$ cat src/rtl/sd_wb_arb_pkg.sv
// Shared types and constants for the SD controller Wishbone master arbiter.
package sd_wb_arb_pkg;

    typedef enum logic [1:0] {
        IDLE = 2'd0,
        XFER = 2'd1,
        NEXT = 2'd2
    } arb_state_e;

    localparam logic OWN_TX = 1'b0;
    localparam logic OWN_RX = 1'b1;

    localparam logic [3:0] SEL_ALL = 4'hF;

    function automatic logic [1:0] owner_onehot(input logic owner);
        return (owner == OWN_RX) ? 2'b10 : 2'b01;
    endfunction

endpackage

$ cat src/rtl/sd_wb_watchdog.sv
// Strobe watchdog: counts unacknowledged strobe cycles and flags the last one allowed.
module sd_wb_watchdog
    import sd_wb_arb_pkg::*;
#(
    parameter int TIMEOUT = 255
) (
    input  logic clk,
    input  logic rst,
    input  logic clr,
    input  logic en,
    output logic expire
);

    localparam int W = (TIMEOUT > 2) ? $clog2(TIMEOUT) : 1;
    localparam logic [W-1:0] LAST = W'(TIMEOUT - 1);

    logic [W-1:0] cnt;

    // NOTE: sequential state uses non-blocking assignments so every flop samples pre-edge values.
    always_ff @(posedge clk) begin
        if (rst) begin
            cnt <= '0;
        end else if (clr) begin
            cnt <= '0;
        end else if (en && !expire) begin
            cnt <= cnt + 1'b1;
        end
    end

    assign expire = (cnt == LAST);

endmodule

$ cat src/rtl/sd_wb_master_arb.sv
// Round-robin arbiter sharing the Wishbone master port between the TX filler (reads)
// and the RX drainer (writes), with a per-grant burst limit and an ack watchdog.
module sd_wb_master_arb
    import sd_wb_arb_pkg::*;
#(
    parameter int BURST_MAX = 8,
    parameter int TIMEOUT   = 255
) (
    input  logic        wb_clk_i,
    input  logic        wb_rst_i,
    input  logic        tx_req_i,
    input  logic [31:0] tx_adr_i,
    output logic [31:0] tx_dat_o,
    output logic        tx_ack_o,
    output logic        tx_err_o,
    input  logic        rx_req_i,
    input  logic [31:0] rx_adr_i,
    input  logic [31:0] rx_dat_i,
    output logic        rx_ack_o,
    output logic        rx_err_o,
    output logic [31:0] m_wb_adr_o,
    output logic [31:0] m_wb_dat_o,
    output logic [3:0]  m_wb_sel_o,
    output logic        m_wb_we_o,
    output logic        m_wb_cyc_o,
    output logic        m_wb_stb_o,
    input  logic [31:0] m_wb_dat_i,
    input  logic        m_wb_ack_i,
    output logic [1:0]  grant_o
);

    localparam logic [7:0] BURST_LIM = 8'(BURST_MAX);

    arb_state_e state, state_next;
    logic       owner, last_owner;
    logic [7:0] beat_cnt;

    logic grant_win, beat_owner, owner_req;
    logic start_beat, ack_hit, timeout, release_grant;
    logic wd_clr, wd_en, wd_expire;
    logic xfer_ack;

    sd_wb_watchdog #(.TIMEOUT(TIMEOUT)) u_watchdog (
        .clk    (wb_clk_i),
        .rst    (wb_rst_i),
        .clr    (wd_clr),
        .en     (wd_en),
        .expire (wd_expire)
    );

    assign owner_req  = (owner == OWN_RX) ? rx_req_i : tx_req_i;
    assign beat_owner = (state == IDLE) ? grant_win : owner;

    // NOTE: every signal written here gets a default first, so no path can infer a latch.
    always_comb begin
        state_next    = state;
        grant_win     = OWN_TX;
        start_beat    = 1'b0;
        ack_hit       = 1'b0;
        timeout       = 1'b0;
        release_grant = 1'b0;
        wd_clr        = 1'b0;
        wd_en         = 1'b0;
        case (state)
            IDLE: begin
                if (tx_req_i || rx_req_i) begin
                    if (tx_req_i && rx_req_i) begin
                        grant_win = ~last_owner;
                    end else begin
                        grant_win = rx_req_i ? OWN_RX : OWN_TX;
                    end
                    start_beat = 1'b1;
                    wd_clr     = 1'b1;
                    state_next = XFER;
                end
            end
            XFER: begin
                // An ack on the expiry cycle completes the beat rather than erroring it.
                if (m_wb_ack_i) begin
                    ack_hit    = 1'b1;
                    state_next = NEXT;
                end else if (wd_expire) begin
                    timeout    = 1'b1;
                    state_next = IDLE;
                end else begin
                    wd_en = 1'b1;
                end
            end
            NEXT: begin
                if (owner_req && (beat_cnt < BURST_LIM)) begin
                    start_beat = 1'b1;
                    wd_clr     = 1'b1;
                    state_next = XFER;
                end else begin
                    release_grant = 1'b1;
                    state_next    = IDLE;
                end
            end
            default: state_next = IDLE;
        endcase
    end

    always_ff @(posedge wb_clk_i) begin
        if (wb_rst_i) begin
            state      <= IDLE;
            owner      <= OWN_TX;
            last_owner <= OWN_RX;
            beat_cnt   <= '0;
            m_wb_adr_o <= '0;
            m_wb_dat_o <= '0;
            m_wb_we_o  <= 1'b0;
            m_wb_cyc_o <= 1'b0;
            m_wb_stb_o <= 1'b0;
            m_wb_sel_o <= '0;
            grant_o    <= '0;
            tx_err_o   <= 1'b0;
            rx_err_o   <= 1'b0;
        end else begin
            state    <= state_next;
            tx_err_o <= timeout && (owner == OWN_TX);
            rx_err_o <= timeout && (owner == OWN_RX);

            if (state == IDLE && start_beat) begin
                owner    <= grant_win;
                beat_cnt <= '0;
            end else if (ack_hit) begin
                beat_cnt <= beat_cnt + 1'b1;
            end

            if (start_beat) begin
                m_wb_adr_o <= (beat_owner == OWN_RX) ? rx_adr_i : tx_adr_i;
                m_wb_dat_o <= (beat_owner == OWN_RX) ? rx_dat_i : '0;
                m_wb_we_o  <= (beat_owner == OWN_RX);
            end

            if (release_grant || timeout) begin
                last_owner <= owner;
            end

            m_wb_cyc_o <= (state_next != IDLE);
            m_wb_stb_o <= (state_next == XFER);
            m_wb_sel_o <= (state_next != IDLE) ? SEL_ALL : 4'h0;
            grant_o    <= (state_next != IDLE) ? owner_onehot(beat_owner) : 2'b00;
        end
    end

    assign xfer_ack = (state == XFER) && m_wb_ack_i && !wb_rst_i;
    assign tx_ack_o = xfer_ack && (owner == OWN_TX);
    assign rx_ack_o = xfer_ack && (owner == OWN_RX);
    assign tx_dat_o = tx_ack_o ? m_wb_dat_i : '0;

endmodule

$ cat config.mk
export PLATFORM = sky130hd
export DESIGN_NAME = sd_wb_master_arb
export DESIGN_NICKNAME = d
export VERILOG_FILES = /design/src/rtl/sd_wb_arb_pkg.sv /design/src/rtl/sd_wb_watchdog.sv /design/src/rtl/sd_wb_master_arb.sv
export SDC_FILE = /design/constraint.sdc
export NUM_CORES = 1
export LEC_CHECK = 0
export BUFFER_PORTS_ARGS = -buffer_cell sky130_fd_sc_hd__buf_2
export CAP_MARGIN = 25
export CORE_ASPECT_RATIO = 2
export CORE_MARGIN = 3
export CORE_UTILIZATION = 44
export DETAILED_ROUTE_END_ITERATION = 7
export PLACE_DENSITY = 0.81
export SLEW_MARGIN = 10
export SYNTH_ARGS = -nofsm -noshare
export SYNTH_HDL_FRONTEND = slang
export SYNTH_SLANG_ARGS = --single-unit
$ cat constraint.sdc
create_clock -name wb_clk_i -period 2.4 [get_ports wb_clk_i]
set_input_delay 0.6 -clock wb_clk_i [delete_from_list [all_inputs] [get_ports wb_clk_i]]
set_output_delay 0.6 -clock wb_clk_i [all_outputs]
set_load 0.005 [all_outputs]
==> impl_metrics.yaml, run 1 <==
timing:
  whs_ns: 0.461
  tightest_slew_ns: 0.734
  min_period_ns: 2.35
  final_hold_viol_count: 0
  fmax_mhz: 426
  slew_viol_final: 0
  fin_skew_ns: 0.00506
  max_slew_margin_pct: 51.1
  setup_viol: 0
  worst_slack_ns: 0.0529
  period_share_pct: 97.8
floorplan:
  die_h_um: 143
  die-area_um2: 10700
  rows: 49
  dieWidth_um: 74.7
  ios: 242
  start_util_pct: 45.8
  core_area_um2: 9070
critical_path:
  arrival_ns: 1.75
  cp-startpoint: "state[1]"
  start_kind: "register"
  crit_path_end_kind: "output pin"
  rr_startpoint: "owner"
  critPathMaxFanout: 8
  crit_type: "register to output pin"
  worstPathRequired_ns: 1.80
min_path:
  worstHoldPathType: "register to register"
  min-delay-start: "m_wb_we_o"
drt:
  drt-total-wl_mm: 12.2
  ant_nets: 0
  wl_per_cell_um: 16.8
  drc: 0
  vias_per_cell: 5.38
  vias: 3907
  dr.pass1.iters: 4
  first_iter_violations: 159
power:
  ir_drop_uv: 389
  power.leakage_nw: 2.95
  p_per_area_nw_per_um2: 679
synth:
  yosysSeqAreaShare_pct: 43.9
  synth_nets: 525
  ys_seq_elements: 91
  async_reset_ff_share_pct: 0
  netlist_area_um2: 4150
  avgSynthCellArea_um2: 10.7
  ys.flop_type: "dfxtp_1"
  synth_cell_types: 46
  yosysWarnings: 0
  synthCells: 389
  synth_edf_count: 0
grt:
  grtUsageTotal_pct: 21.4
  grt_max_degree: 50
  antenna_found_initial: 0
  grt_pass1_vias: 3837
  overflow: 0
  grt_pass1_wl_mm: 17.7
clock_network:
  clk_latency_ns: 0.33
  cts_root_buf: "clkbuf_16"
  cts.clk_slew.worst_paths_ns: 0.06
  cts_made_buffers: 9
  h-tree-depth: 3
  clock-sinks: 91
  clockBufferDepth: 2
  cts_tree: "built"
finish:
  nets: 755
  multi_input_area_um2: 2140
  filler_cell_count: 755
  final_common_cell: "buf_2"
  area_delta_synth_final_pct: 38.3
  drive_above_1_share_pct: 50.0
  seqCellArea_um2: 1820
  insertedDiodeCount: 0
  final_cell_mix: "buf_2, dfxtp_1, nor2_1, mux2i_1, and2_1"
placed_design:
  port_buffers: 241
  place_congestion: 0.873
  hpwl_mm: 9.15
  place_ws_ns: 0.148
run:
  drv_cap: 0
status:
  status: "finished clean"
## layout make-up
type / count / area share, %
repair buffers: 254 / 23.1
multi-input cells: 260 / 37.2
flip-flops and latches: 91 / 31.8
inverters: 3 / 0.196
clock inverters: 6 / 1.55
well taps: 102 / 2.22
clock buffers: 10 / 3.99
## cells by family after synthesis
logic type | synth area share [%]
AO/OA/AOI/OAI | 21.7
buffers and inverters | 5.58
AND/OR/NAND/NOR | 16.6
multiplexers | 8.80
flip-flops | 43.9
XOR/XNOR | 2.53
adder cells (fa/ha/maj) | 0.904
## final timing paths
check | end | slack, ns | depth (start not counted)
hold / removal | m_wb_we_o | 0.46 | 1
setup reg to reg | m_wb_dat_o[23] | 0.40 | 5
hold reg to reg | m_wb_we_o | 0.46 | 1
setup / recovery | tx_dat_o[17] | 0.05 | 6
## critical path: stages, from the launching register on
cell and delay (ns):
dfxtp_2 0.37, and3b_1 0.25, nand2b_1 0.14, nor2_4 0.17, clkbuf_4 0.22, and2_1 0.15
buf_2 0.12
## routing by layer
metal,GRT usage (%),part of all wire (%)
met4,8.44,2.0
met3,5.18,7.8
met5,0,0
met1,20.8,34
met2,41.2,56
## report_power, final
group	switching, mW	internal [mW]	leakage [nW]
combinational	0.393	0.354	2.06
sequential	0.0616	1.62	0.745
clock	0.559	0.913	0.149
total	1.01	2.89	2.95
## metrics by stage
stage          power [mW]  instances  instance area [µm²]  util [%]  setup TNS, ns
2_1_floorplan        2.14        389                 4150         -              0
3_3_place_gp         2.43        708                 5390      59.4              0
3_5_place_dp         2.46        708                 5390      59.4              0
4_1_cts              3.95        724                 5710      62.9              0
5_1_grt              4.09        726                 5740      63.3         -0.294
6_report             3.90        726                 5740      63.3              0
## synth_stat cells (3+ instances only)
master / n / share of area, %
xor2_1: 5 / 1.1
nand3_1: 6 / 0.72
nor2_1: 45 / 4.1
a22o_1: 32 / 6.8
buf_2: 8 / 0.96
ha_1: 3 / 0.90
and2_1: 33 / 5.0
a21oi_1: 4 / 0.48
dfxtp_1: 91 / 44
mux2i_1: 35 / 8.4
buf_6: 6 / 1.6
nand4_1: 5 / 0.75
nand3b_1: 3 / 0.54
nand2_1: 5 / 0.45
inv_1: 3 / 0.27
buf_4: 9 / 1.6
nor3_1: 12 / 1.4
a221oi_2: 30 / 11
xnor2_1: 7 / 1.5
clkbuf_1: 12 / 1.1
## sequential cells by signal, indices dropped and copies added (netlist names)
register	count
m_wb_sel_o	1
m_wb_stb_o	1
m_wb_adr_o	32
rx_err_o	1
state	2
owner	1
last_owner	1
beat_cnt	8
tx_err_o	1
u_watchdog.cnt	8
m_wb_dat_o	32
m_wb_we_o	1
grant_o	2
## timing repair
item                                    4_1_cts  5_1_grt
hold buffers                                  0        0
resized for setup                             0        9
setup buffers                                 0        0
endpoints found under the hold margin         0        0
endpoints found under the setup margin        0       32
Power figures use the tool's default switching activity.
==> inputs of run 2 (changes only) <==
- PLACE_DENSITY: 0.81 -> default
- PLACE_DENSITY_LB_ADDON: default -> 0.25
==> run 2 against run 1 <==
Sequential power is essentially flat. Combinational power down 0.7%. Worst hold slack lost 0.016 ns. Utilization rose by 0.083 points. Sequential cell count stayed put. Register-to-register slack improved by 0.03 ns. First-iteration DRC count is 36% lower. Worst setup slack improved by 0.12 ns.
==> impl_metrics.yaml, run 2 (synthesis results as in run 1) <==
timing:
  min_period_ns: 2.23
  fin_skew_ns: 0.00483
  setup_viol: 0
  final_hold_viol_count: 0
  max_slew_margin_pct: 65.3
  whs_ns: 0.445
  worst_slack_ns: 0.172
  rsz0062_at_grt: "false"
  period_share_pct: 92.8
  finalSetupTns_ns: 0
  tightest_slew_ns: 0.519
  slew_viol_final: 0
  fmax_mhz: 449
drt:
  wl_per_cell_um: 16.7
  ant_nets: 0
  first_iter_violations: 101
  dr.pass1.iters: 4
  vias: 3933
  drt-total-wl_mm: 12.2
  drc: 0
  vias_per_cell: 5.40
placed_design:
  place_ws_ns: 0.197
  port_buffers: 241
  numPlacedInstances: 711
  placed_area_um2: 5420
  hpwl_mm: 9.53
  place_congestion: 0.854
grt:
  overflow: 0
  grt_pass1_wl_mm: 18.2
  grtUsageTotal_pct: 22.0
  grt_pass1_vias: 3907
  grt_max_degree: 41
  antenna_found_initial: 0
critical_path:
  critPathMaxFanout: 17
  crit_type: "register to output pin"
  arrival_ns: 1.63
  cp-startpoint: "state[1]"
  rr_startpoint: "state[1]"
  crit_path_end_kind: "output pin"
  worstPathRequired_ns: 1.80
  start_kind: "register"
finish:
  reg_top3: "m_wb_adr_o: 32 flops, m_wb_dat_o: 32 flops"
  drive_above_1_share_pct: 50.2
  stdcell_count: 728
  nets: 757
  fin_util_pct: 63.4
  final_cell_mix: "buf_2, dfxtp_1, nor2_1, mux2i_1, and2_1"
  final_common_cell: "buf_2"
  stdcell_area_um2: 5750
  insertedDiodeCount: 0
  area_delta_synth_final_pct: 38.5
clock_network:
  cts_made_buffers: 9
  hold_buffers: 0
  clock-sinks: 91
  cts_root_buf: "clkbuf_16"
  h-tree-depth: 3
  clk_latency_ns: 0.33
  clockBufferDepth: 2
  cts_tree: "built"
  cts.clk_slew.worst_paths_ns: 0.06
min_path:
  min-delay-start: "m_wb_we_o"
  worstHoldPathType: "register to register"
floorplan:
  dieWidth_um: 74.7
  start_util_pct: 45.8
  die_h_um: 143
  die-area_um2: 10700
  ios: 242
  core_area_um2: 9070
  rows: 49
power:
  p_total_mw: 3.87
  p_per_area_nw_per_um2: 673
  power.leakage_nw: 2.96
  ir_drop_uv: 460
run:
  drv_cap: 0
status:
  status: "finished clean"
==> run 2: cell count changes in the layout (fill, tap and decap cells not counted), sizes merged <==
cell,delta
clkinv,-1
buf,+3
clkbuf,+2
inv,-1
bufinv,-1
==> run 2: critical path: stages, from the launching register on <==
cell	delay, ns
dfxtp_2	0.36
and3b_1	0.24
nand2b_1	0.11
nor2_2	0.18
buf_6	0.17
and2_1	0.13
buf_2	0.11
==> run 2: power breakdown <==
group / internal [mW] / switching (mW) / total [mW]
logic: 0.351 / 0.390 / 0.741
clock network: 0.892 / 0.556 / 1.45
registers: 1.62 / 0.0588 / 1.68
total: 2.86 / 1.00 / 3.87
==> run 2: what timing repair did <==
| item | in CTS | in global routing |
|---|---|---|
| buffers inserted | 0 | 0 |
| gates resized for setup | 0 | 7 |
| setup endpoints to repair | 0 | 32 |
==> run 2: layer usage <==
layer  vias to the layer above  wire [µm]  track usage, %
met5                         -          0               0
met4                         0        323            9.10
met3                        23        940            5.53
met2                       196       6770            42.6
met1                      1821       4140            20.7
li1                       1893          -               -
==> run 2: path summary, 6_finish.rpt <==
check                  end  slack [ns]  cells past startpoint
max           tx_dat_o[19]        0.17                      6
min              m_wb_we_o        0.44                      1
max reg2reg  m_wb_adr_o[9]        0.43                      5
min reg2reg      m_wb_we_o        0.44                      1
==> run 2: layout make-up <==
cell class	instances	area, µm²
tap	102	128
timing repair buffer	256	1340
clock buffer	13	270
fill	754	3320
sequential	91	1820
multi-input combinational	260	2130
clock inverter	3	45.0
inverter	3	11.3
==> inputs of run 3 (changes only) <==
- CORE_UTILIZATION: 44 -> 45
- SYNTH_HIERARCHICAL: default -> 1
==> run 3 against run 2 <==
Synthesized area increased by 6.4%. Via count increased by 12%. Final area increased by 4.1%. Register-to-register slack got worse by 0.21 ns. Final cell count increased by 14%. Count of clock-buffer cells in the layout decreased by 3. Worst hold slack improved by 0.028 ns. Critical path depth decreased by 1. Critical path type unchanged. Largest cell class unchanged. Largest power group unchanged. Highest routed layer unchanged.
==> impl_metrics.yaml, run 3 <==
floorplan:
  die-area_um2: 11100
  core_area_um2: 9450
  rows: 50
  die_h_um: 146
  dieWidth_um: 76.1
  ios: 242
  start_util_pct: 46.8
power:
  p_sw_mw: 1.02
  p_int_mw: 2.80
  seqPwrFrac_pct: 44.1
  combPwrFrac_pct: 19.2
  p_clk_share_pct: 36.7
  power.leakage_nw: 2.93
  ir_drop_uv: 459
  swShare_pct: 26.6
  p_total_mw: 3.82
  p_per_area_nw_per_um2: 638
clock_network:
  cts_made_buffers: 9
  clk_latency_ns: 0.33
  clock-sinks: 91
  h-tree-depth: 3
  clockBufferDepth: 2
  cts.clk_slew.worst_paths_ns: 0.07
  hold_buffers: 0
  cts_setup_buffers: 0
  cts_tree: "built"
  cts_root_buf: "clkbuf_16"
placed_design:
  numPlacedInstances: 814
  place_congestion: 0.911
  place_ws_ns: 0.192
  placed_area_um2: 5670
  port_buffers: 241
  hpwl_mm: 9.62
critical_path:
  arrival_ns: 1.60
  crit_path_end_kind: "output pin"
  crit_type: "register to output pin"
  start_kind: "register"
  worstPathRequired_ns: 1.80
  critPathMaxFanout: 33
timing:
  setup_viol: 0
  worst_slack_ns: 0.197
  final_hold_viol_count: 0
  max_slew_margin_pct: 69.8
  finalSetupTns_ns: 0
  rsz0062_at_grt: "false"
  fin_skew_ns: 0.00657
  min_period_ns: 2.20
  fmax_mhz: 454
  period_share_pct: 91.8
  slew_viol_final: 0
  tightest_slew_ns: 0.452
  whs_ns: 0.472
finish:
  insertedDiodeCount: 0
  stdcell_count: 830
  stdcell_area_um2: 5990
  area_delta_synth_final_pct: 35.5
  fin_util_pct: 63.4
  reg_top3: "m_wb_adr_o: 32 flops, m_wb_dat_o: 32 flops"
  final_cell_mix: "buf_2, dfxtp_1, nor2_1, mux2i_1, and2_1"
  drive_above_1_share_pct: 42.9
  nets: 831
  final_common_cell: "buf_2"
drt:
  drc: 0
  drt-total-wl_mm: 12.7
  ant_nets: 0
  vias_per_cell: 5.31
  dr.pass1.iters: 4
  first_iter_violations: 210
  wl_per_cell_um: 15.3
  vias: 4404
grt:
  grt_pass1_wl_mm: 21.0
  grtUsageTotal_pct: 22.5
  overflow: 0
  antenna_found_initial: 0
  grt_max_degree: 48
  grt_pass1_vias: 4395
synth:
  synth_cell_types: 54
  async_reset_ff_share_pct: 0
  synth_area_leaders: "dfxtp_1, mux2i_1, a221oi_1, o211ai_1, and2_1"
  avgSynthCellArea_um2: 9.24
  ys_seq_elements: 91
  yosysWarnings: 6
  ys.flop_type: "dfxtp_1"
  synthMostInstantiatedCell: "dfxtp_1"
  synth_nets: 614
  synth_commonest_cells: "dfxtp_1, nor2_1, mux2i_1"
  synth.largest_area_cell: "dfxtp_1"
  synthCells: 478
  synth_edf_count: 0
  synth_top_cell_area_share_pct: 41.2
  netlist_area_um2: 4420
  yosysSeqAreaShare_pct: 41.2
run:
  drv_cap: 0
status:
  status: "finished clean"
min_path:
  worstHoldPathType: "register to register"
-- run 3: cell types whose count changed after synthesis, moves of 9 or more --
| cell | previous run | this run |
|---|---|---|
| a22o_1 | 32 | 0 |
| nand2b_1 | 1 | 32 |
| o211ai_1 | 1 | 32 |
| a221oi_1 | 2 | 30 |
| a221oi_2 | 30 | 2 |
| o21ai_0 | 1 | 24 |
| clkbuf_1 | 12 | 25 |
| o21ai_2 | 0 | 9 |
-- run 3: timing repair --
action / in CTS / in global routing
endpoints found under the hold margin: 0 / 0
gates resized for setup: 1 / 4
setup endpoints to repair: 10 / 36
-- run 3: worst max-delay path, stage by stage (launching register included) --
cell and delay, ns:
dfxtp_2 0.48, nand3b_1 0.16, nor3_2 0.15, buf_6 0.21
and2_1 0.15, buf_2 0.12
-- run 3: kinds of logic (layout without fill, tap and decap cells) --
group,count (synthesis),in the layout,synth area share [%]
adders and majority gates,3,3,0.850
xor gates and xnor gates,7,7,1.39
muxes,37,37,8.47
and+or+nand+nor,166,166,20.8
buffers and inverters,53,275,6.77
AOI/OAI and AO/OA,121,121,20.5
DFF,91,91,41.2
-- run 3: final timing paths --
| path | to | slack (ns) | cells after the start | startpoint |
|---|---|---|---|---|
| max | tx_dat_o[22] | 0.20 | 5 | state[0] |
| min | m_wb_dat_o[18] | 0.47 | 2 | m_wb_dat_o[18] |
| max reg2reg | u_watchdog/cnt[7] | 0.22 | 10 | u_watchdog/cnt[0] |
| min reg2reg | m_wb_dat_o[18] | 0.47 | 2 | m_wb_dat_o[18] |
-- run 3: routing by layer --
| metal | share of wire, % | vias up | routed length (µm) | track usage [%] |
|---|---|---|---|---|
| li1 | - | 2158 | - | - |
| met1 | 38 | 2045 | 4780 | 24.4 |
| met2 | 55 | 177 | 6930 | 42.7 |
| met3 | 5.5 | 24 | 698 | 4.44 |
| met4 | 2.0 | 0 | 255 | 8.08 |
| met5 | 0 | - | 0 | 0 |
-- run 3: final cells by class --
cell class / count / area (µm²)
Tap cell: 130 / 163
Clock buffer: 10 / 239
Clock inverter: 6 / 65.1
Sequential cell: 91 / 1820
Timing Repair Buffer: 256 / 1340
Multi-Input combinational cell: 334 / 2350
Fill cell: 800 / 3460
Inverter: 3 / 11.3
-- run 3: power by group through the flow --
stage | Sequential, mW | Clock, mW | Combinational, mW
2_1_floorplan | 1.71 | 0 | 0.430
3_3_place_gp | 1.71 | 0 | 0.719
3_5_place_dp | 1.71 | 0 | 0.737
4_1_cts | 1.68 | 1.44 | 0.740
5_1_grt | 1.70 | 1.51 | 0.819
6_report | 1.68 | 1.40 | 0.735
